**src/rtl/serial_word_deser.sv**
```systemverilog
// Serial-to-parallel word assembler with a one-entry valid/ready output register.
// Define SERIAL_WORD_DESER_PARITY_CHK_EN to append an even-parity bit to every frame.
module serial_word_deser #(
    parameter int WIDTH = 8,
    parameter int CNT_W = $clog2(WIDTH + 2)
) (
    input  logic             clk,
    input  logic             reset,
    input  logic             bit_valid_i,
    input  logic             bit_i,
    input  logic             flush_i,
    input  logic             word_ready_i,
    output logic             word_valid_o,
    output logic [WIDTH-1:0] word_o,
    output logic             parity_err_o,
    output logic [CNT_W-1:0] bit_cnt_o,
    output logic             overflow_o
);

    typedef enum logic {
        OUT_EMPTY = 1'b0,
        OUT_FULL  = 1'b1
    } out_state_t;

`ifdef SERIAL_WORD_DESER_PARITY_CHK_EN
    localparam int FRAME = WIDTH + 1;
`else
    localparam int FRAME = WIDTH;
`endif
    localparam logic [CNT_W-1:0] LAST_IDX = CNT_W'(FRAME - 1);

    out_state_t       state;
    out_state_t       state_next;
    logic [FRAME-1:0] shreg;
    logic [FRAME-1:0] frame_next;
    logic             accept;
    logic             complete;
    logic             load_word;
    logic             set_overflow;

    // Right-shifting shifter: after FRAME accepted bits, frame bit k sits at index k.
    assign frame_next = {bit_i, shreg[FRAME-1:1]};
    assign accept     = bit_valid_i & ~flush_i;
    assign complete   = accept && (bit_cnt_o == LAST_IDX);

    // NOTE: every register uses non-blocking assignment so all flops update from
    // the same pre-edge values; blocking here would create order-dependent races.
    always_ff @(posedge clk or posedge reset) begin
        if (reset) begin
            shreg     <= '0;
            bit_cnt_o <= '0;
        end else if (flush_i) begin
            shreg     <= '0;
            bit_cnt_o <= '0;
        end else if (accept) begin
            if (complete) begin
                shreg     <= '0;
                bit_cnt_o <= '0;
            end else begin
                shreg     <= frame_next;
                bit_cnt_o <= bit_cnt_o + CNT_W'(1);
            end
        end
    end

    always_ff @(posedge clk or posedge reset) begin
        if (reset) begin
            state <= OUT_EMPTY;
        end else begin
            state <= state_next;
        end
    end

    // NOTE: all outputs of this block get a default first, so no path leaves a
    // signal unassigned and no latch is inferred.
    always_comb begin
        state_next   = state;
        load_word    = 1'b0;
        set_overflow = 1'b0;
        unique case (state)
            OUT_EMPTY: begin
                if (complete) begin
                    load_word  = 1'b1;
                    state_next = OUT_FULL;
                end
            end
            OUT_FULL: begin
                if (complete) begin
                    // A completion is only taken if the held word drains on the same edge.
                    if (word_ready_i) begin
                        load_word = 1'b1;
                    end else begin
                        set_overflow = 1'b1;
                    end
                end else if (word_ready_i) begin
                    state_next = OUT_EMPTY;
                end
            end
            default: state_next = OUT_EMPTY;
        endcase
    end

    assign word_valid_o = (state == OUT_FULL);

    // NOTE: the output register and shifter are ordinary flops, not a memory
    // array, so they take the reset like any other state.
    always_ff @(posedge clk or posedge reset) begin
        if (reset) begin
            word_o <= '0;
        end else if (load_word) begin
            word_o <= frame_next[WIDTH-1:0];
        end
    end

    always_ff @(posedge clk or posedge reset) begin
        if (reset) begin
            overflow_o <= 1'b0;
        end else if (flush_i) begin
            overflow_o <= 1'b0;
        end else if (set_overflow) begin
            overflow_o <= 1'b1;
        end
    end

`ifdef SERIAL_WORD_DESER_PARITY_CHK_EN
    // Even parity over data plus parity bit: any odd count of ones flags an error.
    always_ff @(posedge clk or posedge reset) begin
        if (reset) begin
            parity_err_o <= 1'b0;
        end else if (load_word) begin
            parity_err_o <= ^frame_next;
        end
    end
`else
    assign parity_err_o = 1'b0;
`endif

endmodule

```
**config.mk**
```make
export PLATFORM = sky130hd
export DESIGN_NAME = serial_word_deser
export DESIGN_NICKNAME = d
export VERILOG_FILES = /design/src/rtl/serial_word_deser.sv
export SDC_FILE = /design/constraint.sdc
export NUM_CORES = 1
export LEC_CHECK = 0
export CORE_UTILIZATION = 47
export DETAILED_ROUTE_END_ITERATION = 8
export PLACE_DENSITY = 0.76
export SLEW_MARGIN = 20
export SYNTH_ARGS = -nofsm -noshare
export SYNTH_HDL_FRONTEND = slang
export SYNTH_SLANG_ARGS = --single-unit
```
**constraint.sdc**
```tcl
create_clock -name clk -period 2.3 [get_ports clk]
set_clock_uncertainty 0.2 [all_clocks]
set_input_delay 0.46 -clock clk [delete_from_list [all_inputs] [get_ports clk]]
set_output_delay 0.46 -clock clk [all_outputs]
set_load 0.03 [all_outputs]
```
# Word level (Yosys, flattened, before mapping)
# Index checks and enable logic that the tools add are counted.
dict set report classes {
  muxes 17
  div_mod_pow 0
  n_shift 0
  n_addsub 1
  mul 0
  eq_ne 1
  n_bitwise 3
  magnitude_cmp 0
  reduce_logical 3
}
# cell n
set ops {}
lappend ops {{$mux W8} 3}
lappend ops {{$mux W4} 3}
lappend ops {{$mux W1} 9}
lappend ops {{$add A4 B1 Y4 const B} 1}
lappend ops {{$eq A4 B3 Y1 const B} 1}
lappend ops {{$pmux W1 S2} 2}
lappend ops {{$reduce_bool A2 Y1} 2}
lappend ops {{$not A1 Y1} 2}
lappend ops {{$and A1 B1 Y1} 1}
lappend ops {{$logic_and A1 B1 Y1} 1}
dict set report word_totals {
  ff_bits 22
  ram_bits 0
  n_memories 0
  rom_bits 0
  latchBits 0
  elab_cells 30
}

# Longest topological paths before layout
# Gate-level depths: netlist of run 1.
dict set report depth {
  ltp_word 7
  depth_mapped 5
  mapped_depth_nobuf 4
}

# Least setup slack after synthesis of run 1
# OpenSTA, ideal clock, no wires.
dict set report synth_path {
  path_type {reg2reg}
  start {reg bit_cnt_o[0]}
  end {reg word_o[0]}
  path_buffers 1
  arrival_time_ns 1.514
  setup_ns 0.125
  t_required_ns 1.975
  path_stages_with_launch 6
  synth_period_minus_slack_ns 1.839
  setup_slack_ns 0.461
  cell_sequence {dfrtp_1 ha_1 and3b_1 and3_1 buf_6 mux2_4}
}
dict set report synth_between {
  elab_chain_len 4
  word_cells_on_any_way 5
}
# item line
set synth_rtl {}
lappend synth_rtl {{start, declared} 16} ;# output logic [CNT_W-1:0] bit_cnt_o,
lappend synth_rtl {{start signal, assigned} 61} ;# bit_cnt_o <= bit_cnt_o + CNT_W'(1);
lappend synth_rtl {{$eq A4 B3 Y1 (*)} 44} ;# assign complete = accept && (bit_cnt_o == LAST_IDX);
lappend synth_rtl {{$logic_and A1 B1 Y1 (*)} 44}
lappend synth_rtl {{$mux W1, on equally long branches} {88, 82}}
lappend synth_rtl {{$pmux W1 S2 (*)} 80} ;# unique case (state)
lappend synth_rtl {{end signal, assigned} 111} ;# word_o <= frame_next[WIDTH-1:0];
lappend synth_rtl {{end, declared} 14} ;# output logic [WIDTH-1:0] word_o,
# Mark *: on every way between the ends. The rest lies on a longest branch, timed or not.
# A chain may end at the register's enable or synchronous reset.

# Worst setup path after layout of run 1
dict set report layout_path {
  start {reg bit_cnt_o[0]}
  end {out bit_cnt_o[0]}
}
# No word-level cell between the ends.

==> impl_metrics.yaml, run 1 <==
power:
  power.leakage_nw: 0.559
  powerDensity_mw_per_mm2: 522
  ir_worst_vdd_uv: 435
timing:
  report.final.slew_viol_count: 0
  fin_setup_tns_ps: 0
  finalSetupViolations: 0
  rsz0062_at_grt: "false"
  hold_slack_ps: 299
  finalHoldViolations: 0
  max_freq_mhz: 483
  period_needed_ps: 2070
  fin_crit_sh: 0.900
global_route:
  grt_max_degree: 22
  grt_pass1_wl_mm: 2.44
  grt_pass1_vias: 546
  grt-ovfl-total: 0
  grtUsageTotal: 0.174
  antenna_found_initial: 0
drt:
  drc: 0
  drt_iter0_drc: 3
  via_count: 552
  firstDrtPassIters: 4
  wl_per_cell_um: 13.1
  vias_per_cell: 4.88
  ant_nets: 0
  routed_wl_mm: 1.48
cts:
  cts_tree: "done"
  htreeDepth: 1
  cts.sinks: 21
  cts_buffer_depth: 2
  cts_buffers: 3
  cts_repair_resize_count: 0
  clk_pin_slew_ps: 110
  postCtsHoldBufs: 0
  clock_latency_ps: 300
  post_cts_buffers: 0
  cts-root-buf: "clkbuf_4"
critical_path:
  crit_family: "buffers and inverters"
  critPathRequiredTime_ps: 1640
  cp_data_arrival_time_ps: 1410
  endpoint_kind: "output pin"
  cpPeakStageDelay_ps: 690
  path_buf_inv: 1
  crit_fanout: 4
  cp_cell_sequence: "clkdlybuf4s50_1"
  crit_path_top_delay_cell: "clkdlybuf4s50_1"
  crit_start: "bit_cnt_o[0]"
  cp-start-kind: "flip-flop"
  crit_type: "reg2out"
  r2r-start: "bit_cnt_o[0]"
synth:
  ys_types: 22
  synth_top_family_by_area: "multiplexers"
  avgSynthCellArea_um2: 14.1
  ys_warn_count: 0
  syn_inst: 62
  yosys.area_share.simple: 0.0743
  yosysSeqAreaShare: 0.600
  synth-seq-cells: 21
  synth_mux_area_frac: 0.161
  netlist_area_um2: 876
  synth_compound_area_frac: 0.0957
  synth-xor-area-share: 0.0100
  syn_nets: 69
  yosys.area_share.adder: 0.0143
finish:
  area_delta_synth_final_pct: 32.3
  nets: 96
  drive_above_1_share: 0.239
  diodes: 0
die:
  start_util: 0.502
  die_w_um: 45.2
  die_area_mm2: 0.00204
  rows: 15
  die_y_um: 45.2
  ios: 21
  coreArea_mm2: 0.00175
placed_design:
  place.gp.congestion: 0.682
  hpwl_mm: 1.12
  io_buffers: 19
hold_path:
  hold_class: "in2async"
run:
  cap_viol_max_count: 0
outcome:
  outcome: "finished, final reports clean"
sequential cells by signal (all words and copies together), names as in the netlist:
name,cells
shreg,7
bit_cnt_o,4
word_valid_o,1
overflow_o,1
word_o,8
cells in the mapped netlist:
master / count / share of area
mux2i_1: 1 / 0.011
mux2_4: 8 / 0.14
nor2b_2: 1 / 0.010
buf_6: 1 / 0.013
nor2_1: 3 / 0.013
a211oi_1: 1 / 0.0086
buf_2: 1 / 0.0057
and3_1: 2 / 0.014
nand2b_1: 1 / 0.0071
a31o_2: 1 / 0.010
ha_1: 1 / 0.014
o22ai_1: 1 / 0.0071
and3b_1: 1 / 0.010
nand2_1: 3 / 0.013
nor2b_1: 1 / 0.0071
inv_1: 3 / 0.013
dfrtp_1: 21 / 0.60
conb_1: 1 / 0.0043
mux2_2: 1 / 0.013
xor2_1: 1 / 0.010
buf_4: 1 / 0.0086
a22o_1: 7 / 0.070
metrics by stage:
step	utilization	std cells	power (mW)	area [um^2]	setup slack (ps)
after global placement	0.648	109	0.441	1130	248
after floorplan	-	62	0.415	876	461
after global routing	0.664	113	0.629	1160	194
final	0.664	113	0.605	1160	229
after detailed placement	0.648	109	0.443	1130	205
after CTS	0.664	113	0.616	1160	212
path summary, 6_finish.rpt:
| check | endpoint | slack (ps) | cells past startpoint |
|---|---|---|---|
| setup / recovery | bit_cnt_o[0] | 230 | 1 |
| hold / removal | shreg[7] | 300 | 3 |
| setup reg to reg | word_o[1] | 530 | 5 |
| hold reg to reg | shreg[1] | 310 | 1 |
| max in group asynchronous | word_valid_o | 1390 | 3 |
| min in group clk | shreg[1] | 310 | 1 |
final cells by class:
| class | instances | area (um^2) |
|---|---|---|
| inverters | 3 | 11.3 |
| fillers | 148 | 587 |
| well taps | 25 | 31.3 |
| flip-flops and latches | 21 | 526 |
| clock buffers | 3 | 22.5 |
| multi-input cells | 35 | 315 |
| clock inverters | 1 | 5.00 |
| repair buffers | 25 | 248 |
cell families (layout without fill, tap and decap cells):
kind of cell	count (synthesis)	in the layout
other	1	1
muxes	10	10
and+or+nand+nor	12	12
AOI/OAI and AO/OA	10	10
DFF	21	21
xor gates and xnor gates	1	1
buffers and inverters	6	32
adders and majority gates	1	1
layout by cell type (no fill, tap or decap):
cell and n:
buf_12 1, conb_1 1, clkinv_2 1, a22o_1 7, o22ai_1 1, ha_1 1, nor2b_2 1, and3_1 2
nor2b_1 1, a211oi_1 1, mux2i_1 1, nand2_1 3, clkbuf_4 3, xor2_1 1, inv_1 3, clkdlybuf4s50_1 19
nand2b_1 1, nor2_1 3, mux2_4 8, mux2_2 1, buf_4 5, dfrtp_1 21, and3b_1 1, a31o_2 1
power by group:
group | internal, mW | switching (mW)
Combinational | 0.0260 | 0.0292
Clock | 0.0647 | 0.106
Sequential | 0.374 | 0.00540
Total | 0.465 | 0.140
per-layer routing:
metal  track usage  routed length [um]
met4         0.109                  20
met1         0.225                 676
met5             0                   0
met2         0.275                 730
met3        0.0240                  54
Note: power is estimated with default switching activity, not from simulation.
==> run 2, diff against run 1 <==
Settings changed: CORE_UTILIZATION 47 to 58, DONT_BUFFER_PORTS from default to 1, PLACE_DENSITY 0.76 to 0.74, REMOVE_ABC_BUFFERS from default to 1.
==> run 2 against run 1 <==
Effect of this change:
- global-route usage grew 2.4 points
- power shrank 3.1%
- die area shrank 18%
- cell count shrank 27%
- sequential share of layout area grew 11 points
- non-clock buffer count shrank 20
- maximum frequency grew 6.4%
- routed wire length shrank 14%
- critical path depth grew 2
- clock power is essentially flat
- worst setup slack gained 120 ps
- critical endpoint is now word_o[6]
- largest cell class unchanged
- largest power group unchanged
==> impl_metrics.yaml, run 2 (synthesis results as in run 1) <==
placed_design:
  io_buffers: 0
  place_worst_setup_slack_ps: 344
  hpwl_um: 856
  place.gp.congestion: 0.644
outcome:
  outcome: "finished, final reports clean"
drt:
  vias_per_cell: 5.84
  via_count: 485
  drt_iter0_drc: 3
  firstDrtPassIters: 4
  routed_wl_mm: 1.28
  ant_nets: 0
  wl_per_cell_um: 15.4
  drc: 0
cts:
  post_cts_buffers: 0
  cts_repair_resize_count: 0
  cts.sinks: 21
  postCtsHoldBufs: 1
  clock_latency_ps: 290
  cts_tree: "done"
  htreeDepth: 1
  cts_buffers: 3
  clk_pin_slew_ps: 110
  cts-root-buf: "clkbuf_4"
  cts_buffer_depth: 2
critical_path:
  crit_fanout: 8
  endpoint_kind: "flip-flop"
  crit_type: "reg2reg"
  crit_start: "bit_cnt_o[3]"
  r2r-start: "bit_cnt_o[3]"
  cp_data_arrival_time_ps: 1940
  cp-start-kind: "flip-flop"
  critPathRequiredTime_ps: 2290
global_route:
  grt_pass1_wl_mm: 2.03
  grt_max_degree: 22
  antenna_found_initial: 0
  grt_pass1_vias: 499
  grt-ovfl-total: 0
  grtUsageTotal: 0.198
finish:
  nets: 76
  drive_above_1_share: 0.279
  layout_common_cells: "dfrtp_1 (21), mux2_4 (8), a22o_1 (7)"
  reg_top3: "word_o (8), shreg (7), bit_cnt_o (4)"
  utilization: 0.695
  top_register: "word_o"
  largest_reg_flops: 8
  area_delta_synth_final_pct: 7.14
  nFillCells: 92
  mostFrequentLayoutCell: "dfrtp_1"
  diodes: 0
power:
  ir_worst_vdd_uv: 360
  powerDensity_mw_per_mm2: 625
  power_mw: 0.586
  power.leakage_nw: 0.484
die:
  ios: 21
  coreArea_mm2: 0.00135
  start_util: 0.649
  die_w_um: 40.9
  die_y_um: 40.9
  rows: 13
  die_area_mm2: 0.00167
hold_path:
  min-delay-start: "flush_i"
  hold_class: "in2reg"
run:
  cap_viol_max_count: 0
timing:
  finalSetupViolations: 0
  fin_ws_ps: 353
  fin_crit_sh: 0.847
  report.final.slew_viol_count: 0
  period_needed_ps: 1950
  worst_pin_slew_ps: 734
  slew_headroom: 0.510
  fin_setup_tns_ps: 0
  finalHoldViolations: 0
  max_freq_mhz: 514
  rsz0062_at_grt: "false"
## run 2: per-stage QoR
step	area [um^2]	hold slack (ps)	std cells
floorplan	852	237	59
global placement	901	284	78
detailed placement	901	305	78
CTS	938	7.29	83
global route	938	6.06	83
finish	938	14.7	83
## run 2: path summary, 6_finish.rpt
check | end | slack (ps) | cells past startpoint
worst max-delay path | word_o[6] | 350 | 3
worst min-delay path | bit_cnt_o[1] | 10 | 1
worst max register to register | word_o[6] | 350 | 3
worst min register to register | shreg[1] | 330 | 1
max in group asynchronous | bit_cnt_o[1] | 900 | 2
min in group asynchronous | bit_cnt_o[3] | 540 | 2
## run 2: layout make-up
| type | instances | area, um^2 | share of cell area |
|---|---|---|---|
| multi-input combinational | 35 | 315 | 0.336 |
| tap | 15 | 18.8 | 0.0200 |
| clock inverter | 1 | 5.00 | 0.00533 |
| clock buffer | 3 | 22.5 | 0.0240 |
| timing repair buffer | 5 | 40.0 | 0.0427 |
| sequential | 21 | 526 | 0.560 |
| inverter | 3 | 11.3 | 0.0120 |
## run 2: per-layer routing
metal	GRT usage	routed length [um]	vias to the layer above
met1	0.241	634	236
met2	0.305	562	17
li1	-	-	228
met3	0.0435	51	4
met4	0.150	31	0
met5	0	0	-
## run 2: worst max-delay path: stages (launching register included)
cell and delay [ps]:
dfrtp_1 520, and3b_1 290, and3_1 490, mux2_4 340
## run 2: where the power goes
part	switching [mW]	leakage, nW	internal [mW]
clock network	0.104	0.0177	0.0647
logic	0.0256	0.175	0.0140
registers	0.00350	0.291	0.374
